$ cat src/rtl/game_slow_timer.sv
// game_slow_timer: responder side of the game FSM's timed-wait handshake.
// A requestTime strobe loads a tick count; frame ticks (clk / TICK_DIV) count it
// down and a single-cycle slowClk pulse reports expiry. Supports pause, cancel
// and retrigger.
module game_slow_timer #(
    parameter int unsigned TICK_DIV = 525000,
    parameter int unsigned REQ_W    = 11
) (
    input  logic             clk,
    input  logic             resetN,
    input  logic             requestTime,
    input  logic [REQ_W-1:0] slowClkRequest,
    input  logic             pauseTimer,
    input  logic             cancel,
    output logic             slowClk,
    output logic             busy,
    output logic             tickPulse,
    output logic [REQ_W-1:0] ticksRemaining
);

    localparam int unsigned PW = (TICK_DIV > 1) ? $clog2(TICK_DIV) : 1;
    localparam logic [PW-1:0] PRESC_LAST = PW'(TICK_DIV - 1);

    typedef enum logic [1:0] {StIdle, StRun, StDone} state_e;

    state_e           r_state;
    state_e           w_state_d;
    logic [PW-1:0]    r_presc;
    logic [PW-1:0]    w_presc_d;
    logic [REQ_W-1:0] r_remaining;
    logic [REQ_W-1:0] w_remaining_d;
    logic             r_tick_pulse;
    logic             w_tick_pulse_d;
    logic             r_slow_clk;
    logic             r_busy;

    // State, counters and registered outputs; reset drops everything to idle.
    always_ff @(posedge clk or negedge resetN) begin
        if (!resetN) begin
            r_state      <= StIdle;
            r_presc      <= '0;
            r_remaining  <= '0;
            r_tick_pulse <= 1'b0;
            r_slow_clk   <= 1'b0;
            r_busy       <= 1'b0;
        end else begin
            r_state      <= w_state_d;
            r_presc      <= w_presc_d;
            r_remaining  <= w_remaining_d;
            r_tick_pulse <= w_tick_pulse_d;
            // Outputs track the next state so they line up with r_state.
            r_slow_clk   <= (w_state_d == StDone);
            r_busy       <= (w_state_d == StRun);
        end
    end

    // Next-state: cancel beats requestTime, which beats the tick/expiry path.
    always_comb begin
        w_state_d      = r_state;
        w_presc_d      = r_presc;
        w_remaining_d  = r_remaining;
        w_tick_pulse_d = 1'b0;

        if (cancel && (r_state != StIdle)) begin
            // A pulse already showing in DONE still completes; only the wait is dropped.
            w_state_d     = StIdle;
            w_presc_d     = '0;
            w_remaining_d = '0;
        end else if (requestTime) begin
            w_presc_d = '0;
            if (slowClkRequest != '0) begin
                w_state_d     = StRun;
                w_remaining_d = slowClkRequest;
            end else begin
                w_state_d     = StDone;
                w_remaining_d = '0;
            end
        end else begin
            case (r_state)
                StRun: begin
                    if (!pauseTimer) begin
                        if (r_presc == PRESC_LAST) begin
                            w_presc_d      = '0;
                            w_tick_pulse_d = 1'b1;
                            if (r_remaining <= REQ_W'(1)) begin
                                w_state_d     = StDone;
                                w_remaining_d = '0;
                            end else begin
                                w_remaining_d = r_remaining - REQ_W'(1);
                            end
                        end else begin
                            w_presc_d = r_presc + PW'(1);
                        end
                    end
                end
                StDone:  w_state_d = StIdle;
                default: w_state_d = StIdle;
            endcase
        end
    end

    assign slowClk        = r_slow_clk;
    assign busy           = r_busy;
    assign tickPulse      = r_tick_pulse;
    assign ticksRemaining = r_remaining;

endmodule

$ cat config.mk
export PLATFORM = sky130hd
export DESIGN_NAME = game_slow_timer
export DESIGN_NICKNAME = d
export VERILOG_FILES = /design/src/rtl/game_slow_timer.sv
export SDC_FILE = /design/constraint.sdc
export NUM_CORES = 1
export LEC_CHECK = 0
export ABC_CLOCK_PERIOD_IN_PS = 4700
export CORE_MARGIN = 3
export CORE_UTILIZATION = 38
export CTS_BUF_LIST = sky130_fd_sc_hd__clkbuf_8
export DETAILED_ROUTE_END_ITERATION = 16
export PLACE_DENSITY = 0.63
export SLEW_MARGIN = 20
export SYNTH_ARGS = -nofsm -noshare
export SYNTH_HDL_FRONTEND = slang
export SYNTH_SLANG_ARGS = --single-unit
$ cat constraint.sdc
create_clock -name clk -period 4.7 [get_ports clk]
set_clock_uncertainty 0.15 [all_clocks]
set_input_delay 1.175 -clock clk [delete_from_list [all_inputs] [get_ports clk]]
set_output_delay 1.175 -clock clk [all_outputs]
set_load 0.01 [all_outputs]
### After elaboration in Yosys (flattened, before gate mapping)

Index checks and enable logic that the tools add are counted.

* equal/unequal tests: 5
* reductions and logical operators: 7
* add/subtract/negate cells: 2
* multiplexer cells: 24
* order comparisons: 1

Operator list (count)
* $mux W20: 5
* $mux W11: 7
* $add A20 B1 Y20 const B: 1
* $eq A20 B20 Y1 const B: 1
* $mux W2: 7
* $le A11 B1 Y1 const B: 1
* $reduce_bool A11 Y1: 1
* $sub A11 B1 Y11 const B: 1
* $reduce_bool A3 Y1: 2
* $mux W1: 5
* $eq A2 B1 Y1 const B: 2
* $ne A3 B2 Y1 const B: 1
* $reduce_and A3 Y1: 1
* $eq A2 B2 Y1 const B: 1
* $reduce_and A2 Y1: 1
* $reduce_bool A2 Y1: 1
* $logic_and A1 B1 Y1: 1

* input bits: 16
* bits in registers: 36
* output and inout port bits: 14

### Longest topological paths before layout

Gate-level depths: netlist of the first run.

* word-level depth: 8
* depth in mapped cells: 7
* gate-level depth less buffers: 6

### Worst setup path before layout of the first run

No wires, ideal clock.

* kind: input-to-reg
* start point: input port requestTime
* end point: register r_remaining[4] (netlist: ticksRemaining[4])
* stages: 5
* slack: 1.990 ns
* data required time: 4.429 ns
* library setup time: 0.121 ns
* path buffers: 1
* data arrival time: 2.439 ns
* path through: nor3_1 -> a21o_1 -> clkbuf_1 -> nor3_1 -> o22a_1

* longest elaborated chain between the ends: 2
* elaborated cells on any way between the ends: 6

Ends and longest elaborated chain
* start: declaration: line 11 `input logic requestTime,`
* $ne A3 B2 Y1 (no source line) (tied with other cells)
* $reduce_and A3 Y1 (no source line) / $mux W11 (equally long branches)
* end signal: assignment: line 49 `r_remaining <= w_remaining_d;`
* end: declaration: line 30 `logic [REQ_W-1:0] r_remaining;`

Parallel ways exist; a longest one is shown, timed or not.
A chain may end at the register's enable or synchronous reset.

### Final worst setup path of the first run

* start point: input port requestTime
* end point: register r_presc[1]

* longest elaborated chain between the ends: 2
* elaborated cells on any way between the ends: 5

Ends and longest elaborated chain
* $ne A3 B2 Y1 (no source line) (tied with other cells)
* $reduce_and A2 Y1 (no source line) / $mux W20 (equally long branches)
* end signal: assignment: line 48 `r_presc <= w_presc_d;`
* end: declaration: line 28 `logic [PW-1:0] r_presc;`

Parallel ways exist; a longest one is shown, timed or not.

==> results.yml, run 1 <==
outcome:
  outcome: "completed"
logic_synthesis:
  ys_types: 59
  synth_ff_type: "dfrtp_1"
  synthesis.nets: 264
  synth-seq-cells: 36
  avgSynthCellArea_um2: 9.04
  synth-async-reset-ratio: 1.00
  synth_edf_count: 0
  yosysSeqAreaShare: 0.407
  syn-cell-area_mm2: 0.00221
  syn_inst: 245
  yosys_warnings: 0
sta:
  setup_tns_ns: 0
  worst_slew_pin_slew_ns: 0.817
  timing.fmax_mhz: 307
  fin_crit_sh: 0.693
  rsz0062_at_grt: "no"
  setup_violations: 0
  finalCriticalPeriod_ns: 3.26
  slew_violations: 0
  hold_viol: 0
  slew_headroom: 0.455
power:
  ir_drop_uv: 211
  p_leak_uw: 0.00109
  p_per_area_mw_per_mm2: 371
die:
  core_mm2: 0.00557
  fp.dieH_um: 82.3
  die_x_um: 82.3
  floorplan.initialDensity: 0.397
  dieArea_mm2: 0.00678
  boundaryPins: 30
  row_count: 27
clock_network:
  htree_num_levels: 2
  cts_tree: "built"
  clock-root-buffer: "clkbuf_8"
  clkTransAtPathRegs_ns: 0.08
  cts_inserted_buffers: 5
  holdBufCountCts: 0
  postCtsSetupBuffers: 0
  cts.sinks: 36
  clk_latency_ns: 0.29
  clk_path_buf_depth: 2
  ctsResizeCount: 0
route:
  viasPerCell: 5.81
  wire_per_inst_um: 16.6
  vias: 2026
  drt-pass1-iter-count: 4
  drt-initial-drc-count: 212
  ant_nets: 0
  wirelength_mm: 5.81
  route.detailed.drc: 0
setup_path:
  crit_path_end_kind: "flop"
  worstPathBufferInverterCount: 2
  critPathMaxFanout: 22
  slowest_delay_ns: 0.53
  cp.required_ns: 4.73
  critical_path_class: "in2reg"
  path_delay_family: "compound AO/OA/AOI/OAI gates"
  crit_chain: "clkdlybuf4s50_1, buf_4, nor3_1, a21o_1, nor2_1, a32o_1"
  crit_arrival_ns: 3.28
  critPathLaunchType: "input pin"
  slowest_stage: "a21o_1"
grt:
  grt_use_met3: 0.0466
  grt_antenna_before_repair: 0
  use_met1: 0.286
  grt_pass1_vias: 1950
  grt.busiest_layer: "met1"
  grt_first_pass_wirelength_mm: 9.80
  grt_overflow: 0
  grt_max_degree: 37
  grt_usage: 0.186
  met2_usage: 0.262
final_layout:
  layout_commonest_cell: "dfrtp_1"
  layout_common_cells: "dfrtp_1, clkdlybuf4s50_1, nand2_1"
  nets: 295
  antenna_cells: 0
  fin_area_mm2: 0.00268
  syn_to_final_growth_pct: 21.0
  drive_above_1_share: 0.0975
placed_design:
  post_dp_cell_area_mm2: 0.00257
  dp_hpwl_mm: 4.20
  place_congestion: 0.869
  port_buffers: 29
flow_run:
  drv_cap: 0
min_path:
  min-delay-path-class: "reg2reg"
## metrics by stage
step,cells,total power [µW],setup WS (ns),util,hold slack [ns]
CTS,349,1000,1.46,0.481,0.383
global route,349,1060,1.28,0.481,0.400
global placement,341,719,1.19,0.461,0.373
detailed placement,341,718,1.16,0.461,0.368
finish,349,994,1.44,0.481,0.381
floorplan,245,580,1.99,-,0.335
## registers in the layout (all words and copies together) (netlist names)
name            cells
slowClk             1
tickPulse           1
r_state             2
busy                1
r_presc            20
ticksRemaining     11
## final cells by class
type / instances / area [µm²]
Fill cell: 542 / 2890
Timing Repair Buffer: 32 / 308
Clock inverter: 3 / 42.5
Sequential cell: 36 / 901
Inverter: 9 / 33.8
Multi-Input combinational cell: 192 / 1240
Tap cell: 72 / 90.1
Clock buffer: 5 / 68.8
## worst paths after layout
kind                       cells past startpoint           endpoint  slack [ns]               from
setup / recovery                               6         r_presc[1]        1.44        requestTime
hold / removal                                 1         r_presc[0]        0.38         r_presc[0]
setup reg to reg                               5  ticksRemaining[2]        2.09  ticksRemaining[7]
hold reg to reg                                1         r_presc[0]        0.38         r_presc[0]
max in group asynchronous                      1        r_presc[14]        3.05             resetN
min in group asynchronous                      1               busy        0.82             resetN
## cells in the mapped netlist (all sizes together) (3+ instances only)
cell type / number / area (µm²)
a32o: 3 / 30.0
a22o: 5 / 43.8
and3: 6 / 38.8
a31oi: 5 / 31.3
xnor2: 4 / 35.0
nor4: 10 / 92.6
nand4: 6 / 37.5
nor2: 25 / 101
nand3: 20 / 100
nor3: 7 / 46.3
xor2: 11 / 96.3
o21ai: 15 / 75.1
or4: 3 / 26.3
o211ai: 3 / 22.5
nand2: 26 / 100
dfrtp: 36 / 901
inv: 8 / 30.0
a21oi: 7 / 38.8
clkbuf: 3 / 11.3
o31ai: 4 / 35.0
buf: 5 / 32.5
ha: 3 / 37.5
## where the power goes
group / internal [µW] / switching (µW) / leakage, µW
Sequential: 345 / 60.3 / 0.000482
Clock: 157 / 119 / 0.0000541
Combinational: 150 / 163 / 0.000551
Total: 652 / 342 / 0.00109
## per-layer routing
layer | routed length, µm | vias up | part of all wire
met5 | 0 | - | 0
met4 | 57 | 0 | 0.0098
met3 | 335 | 7 | 0.058
met2 | 2590 | 60 | 0.45
met1 | 2830 | 985 | 0.49
li1 | - | 974 | -
## kinds of logic after synthesis
family,share of synthesized area
buffers and inverters,0.0350
adder cells (fa/ha/maj),0.0170
XOR/XNOR,0.0593
AO/OA/AOI/OAI,0.186
flip-flops,0.407
AND/OR/NAND/NOR,0.296
Power figures use the tool's default switching activity.
==> inputs of run 2 (changes only) <==
--- a/config.mk
+++ b/config.mk
@@ -5,7 +5,7 @@
 export SDC_FILE = /design/constraint.sdc
 export NUM_CORES = 1
 export LEC_CHECK = 0
-export ABC_CLOCK_PERIOD_IN_PS = 4700
+export ABC_CLOCK_PERIOD_IN_PS = 3100
 export CORE_MARGIN = 3
 export CORE_UTILIZATION = 38
 export CTS_BUF_LIST = sky130_fd_sc_hd__clkbuf_8
==> constraint.sdc (replaced) <==
create_clock -name clk -period 3.1 [get_ports clk]
set_clock_uncertainty 0.15 [all_clocks]
set_input_delay 0.775 -clock clk [delete_from_list [all_inputs] [get_ports clk]]
set_output_delay 0.775 -clock clk [all_outputs]
set_load 0.01 [all_outputs]
==> run 2 against run 1 <==
  * Cell count grew 2.3%
  * Combinational power grew 57%
  * Total power grew 46%
  * Non-clock buffer count grew 8
  * Utilization grew 0.74 points
  * Global-route usage grew 0.93 points
  * Critical path depth shrank 1
  * Worst hold slack lost 0.00086 ns
  * Worst setup slack lost 1.1 ns
  * Largest power group unchanged
==> results.yml, run 2 (same netlist as run 1, synthesis figures left out) <==
clock_network:
  clock-root-buffer: "clkbuf_8"
  ctsResizeCount: 0
  htree_num_levels: 2
  cts.sinks: 36
  postCtsSetupBuffers: 0
  clk_path_buf_depth: 2
  cts_inserted_buffers: 5
  holdBufCountCts: 0
  clkTransAtPathRegs_ns: 0.07
  cts_tree: "built"
  clk_latency_ns: 0.29
final_layout:
  drive_above_1_share: 0.123
  nets: 303
  largest_reg_flops: 20
  fin_area_mm2: 0.00272
  layout_common_cells: "dfrtp_1, clkdlybuf4s50_1, nand2_1"
  layout_commonest_cell: "dfrtp_1"
  antenna_cells: 0
  regMostFlops: "r_presc"
  syn_to_final_growth_pct: 22.9
sta:
  slew_headroom: 0.283
  timing.fmax_mhz: 359
  worst_slew_pin_slew_ns: 1.08
  hold_viol: 0
  finalCriticalPeriod_ns: 2.79
  layout_setup_ws_ns: 0.311
  setup_tns_ns: 0
  slew_violations: 0
  fin_crit_sh: 0.900
  setup_violations: 0
  rsz0062_at_grt: "no"
placed_design:
  post_dp_cell_area_mm2: 0.00263
  place_congestion: 0.844
  port_buffers: 29
  dp_hpwl_mm: 4.23
  place_ws_ns: 0.0388
die:
  boundaryPins: 30
  die_x_um: 82.3
  dieArea_mm2: 0.00678
  core_mm2: 0.00557
  floorplan.initialDensity: 0.397
  row_count: 27
  fp.dieH_um: 82.3
route:
  viasPerCell: 5.69
  route.detailed.drc: 0
  ant_nets: 0
  wirelength_mm: 5.85
  vias: 2030
  drt-pass1-iter-count: 4
  wire_per_inst_um: 16.4
  drt-initial-drc-count: 185
setup_path:
  reg2reg_from: "ticksRemaining[3]"
  critical_path_class: "in2reg"
  critPathMaxFanout: 11
  crit_path_end_kind: "flop"
  startpoint: "pauseTimer"
  critPathLaunchType: "input pin"
  cp.required_ns: 3.13
  crit_arrival_ns: 2.82
power:
  ir_drop_uv: 247
  p_per_area_mw_per_mm2: 534
  p_leak_uw: 0.00112
  total_power_uw: 1450
grt:
  grt_usage: 0.195
  grt_max_degree: 37
  grt_pass1_vias: 2075
  grt_overflow: 0
  grt_antenna_before_repair: 0
  grt_first_pass_wirelength_mm: 10.2
min_path:
  worstHoldStart: "r_presc[1]"
  min-delay-path-class: "reg2reg"
outcome:
  outcome: "completed"
flow_run:
  drv_cap: 0
[run 2: cell count changes in the layout (fill, tap and decap cells not counted)]
cell | previous run | this run
clkbuf_8 | 5 | 6
clkinvlp_4 | 1 | 0
clkinv_2 | 1 | 2
bufinv_16 | 1 | 0
buf_4 | 3 | 11
[run 2: report_power, final]
part,internal [µW],switching [µW]
Sequential,523,87.6
Combinational,244,248
Clock,177,174
[run 2: final cells by class]
| cell class | instances | area, µm² |
|---|---|---|
| clock inverter | 2 | 10.0 |
| fill | 533 | 2850 |
| timing repair buffer | 40 | 368 |
| inverter | 9 | 33.8 |
| clock buffer | 6 | 82.6 |
| sequential | 36 | 901 |
| multi-input combinational | 192 | 1240 |
| tap | 72 | 90.1 |
[run 2: per-stage QoR]
step                      instances  utilization  hold slack (ns)
after floorplan                 245            -            0.329
after global placement          349        0.472            0.353
after detailed placement        349        0.472            0.362
after CTS                       357        0.488            0.378
after global routing            357        0.488            0.415
final                           357        0.488            0.381
[run 2: routing by layer]
layer  GRT usage  part of all wire  up-vias
met3      0.0445             0.061        8
met1       0.278              0.48      960
met4      0.0748             0.013        0
met5           0                 0        -
met2       0.285              0.45       67
li1            -                 -      995
[run 2: worst paths after layout]
path,endpoint,slack [ns],cells past startpoint
setup / recovery,ticksRemaining[3],0.31,5
hold / removal,r_presc[1],0.38,1
setup reg to reg,ticksRemaining[2],0.73,5
hold reg to reg,r_presc[1],0.38,1
max in group asynchronous,r_presc[18],1.83,1
min in group asynchronous,busy,0.43,1
[run 2: critical path, cell delays in order]
cell and delay [ns]:
clkdlybuf4s50_1 0.44, or2_1 0.28, a21oi_1 0.84, nand2_2 0.19, a22o_1 0.29
==> inputs of run 3 (changes only) <==
--- a/config.mk
+++ b/config.mk
@@ -6,6 +6,7 @@
 export NUM_CORES = 1
 export LEC_CHECK = 0
 export ABC_CLOCK_PERIOD_IN_PS = 3100
+export CORE_ASPECT_RATIO = 2
 export CORE_MARGIN = 3
 export CORE_UTILIZATION = 38
 export CTS_BUF_LIST = sky130_fd_sc_hd__clkbuf_8
==> run 3 against run 2 <==
  * Total power shrank 1.9%
  * Design area shrank 1.4%
  * Global-route usage grew 1.1 points
  * First-iteration DRC count shrank 39%
  * Sequential share of layout area grew 0.46 points
  * Maximum frequency grew 11%
  * Cell count shrank 3.9%
  * Clock-buffer cell count shrank 1
  * Utilization shrank 0.16 points
  * Worst hold slack gained 0.017 ns
  * Worst setup slack gained 0.28 ns
==> results.yml, run 3 (same netlist as run 1, synthesis figures left out) <==
min_path:
  min-delay-path-class: "reg2reg"
grt:
  grt_overflow: 0
  grt_usage: 0.207
  grt_pass1_vias: 2043
  grt_first_pass_wirelength_mm: 10.4
  grt_antenna_before_repair: 0
  grt_max_degree: 37
route:
  drt-pass1-iter-count: 4
  ant_nets: 0
  wirelength_mm: 6.35
  viasPerCell: 5.98
  wire_per_inst_um: 18.5
  route.detailed.drc: 0
  vias: 2051
  drt-initial-drc-count: 113
final_layout:
  multi_input_area_mm2: 0.00124
  drive_above_1_share: 0.113
  regMostFlops: "r_presc"
  register_area_um2: 901
  layout_commonest_cell: "dfrtp_1"
  nets: 302
  fillers: 545
  layout_common_cells: "dfrtp_1, clkdlybuf4s50_1, nand2_1"
  largest_reg_flops: 20
  antenna_cells: 0
  fin_area_mm2: 0.00268
  syn_to_final_growth_pct: 21.2
flow_run:
  drv_cap: 0
clock_network:
  clkTransAtPathRegs_ns: 0.07
  cts_tree: "built"
  holdBufCountCts: 0
  cts_inserted_buffers: 5
  postCtsSetupBuffers: 0
  clk_latency_ns: 0.30
  cts.sinks: 36
  htree_num_levels: 2
  clock-root-buffer: "clkbuf_8"
  clk_path_buf_depth: 2
  ctsResizeCount: 0
setup_path:
  critPathLaunchType: "input pin"
  cp.required_ns: 3.14
  critical_path_class: "in2reg"
  crit_path_end_kind: "flop"
  crit_arrival_ns: 2.54
  critPathMaxFanout: 15
sta:
  worst_slew_pin_slew_ns: 0.817
  rsz0062_at_grt: "no"
  layout_setup_ws_ns: 0.593
  setup_tns_ns: 0
  slew_headroom: 0.456
  hold_viol: 0
  slew_violations: 0
  finalCriticalPeriod_ns: 2.51
  setup_violations: 0
  fin_crit_sh: 0.809
  timing.fmax_mhz: 399
power:
  p_leak_uw: 0.00111
  p_per_area_mw_per_mm2: 532
  ir_drop_uv: 389
  total_power_uw: 1430
placed_design:
  port_buffers: 29
  place_congestion: 0.952
  place_ws_ns: 0.279
  dp_hpwl_mm: 4.85
  post_dp_cell_area_mm2: 0.00261
die:
  fp.dieH_um: 114
  dieArea_mm2: 0.00684
  die_x_um: 60.0
  boundaryPins: 30
  row_count: 38
  floorplan.initialDensity: 0.402
  core_mm2: 0.00552
outcome:
  outcome: "completed"
==> run 3: final timing paths <==
kind | slack (ns) | start | cells after the start | to
max | 0.59 | requestTime | 6 | ticksRemaining[2]
min | 0.40 | r_presc[1] | 1 | r_presc[1]
max reg2reg | 0.70 | ticksRemaining[3] | 6 | ticksRemaining[2]
min reg2reg | 0.40 | r_presc[1] | 1 | r_presc[1]
max in group asynchronous | 1.86 | resetN | 1 | r_presc[10]
min in group asynchronous | 0.41 | resetN | 1 | busy
==> run 3: routing by layer <==
metal	wire, µm	vias up	global-route usage
li1	-	989	-
met2	3600	52	0.382
met3	178	22	0.0385
met5	0	-	0
met4	321	0	0.126
met1	2240	988	0.197
==> run 3: per-stage QoR <==
stage	hold WS [ns]	utilization	std cells
after floorplan	0.329	-	245
after global placement	0.367	0.473	336
after detailed placement	0.383	0.473	336
after CTS	0.402	0.487	343
after global routing	0.415	0.487	343
final	0.398	0.487	343
==> run 3: power breakdown <==
part / total [µW] / switching (µW) / internal (µW)
sequential: 613 / 89.4 / 523
clock: 316 / 167 / 149
combinational: 498 / 254 / 243
==> run 3: critical path: stages <==
cell	delay, ns
clkdlybuf4s50_1	0.50
nor3_1	0.49
a21o_1	0.15
buf_4	0.23
nor3_4	0.09
a221o_1	0.30
==> run 3: area by class of cell <==
cell class / count / area share
Sequential cell: 36 / 0.336
Multi-Input combinational cell: 192 / 0.461
Clock buffer: 5 / 0.0256
Clock inverter: 2 / 0.00326
Tap cell: 60 / 0.0280
Timing Repair Buffer: 39 / 0.134
Inverter: 9 / 0.0126
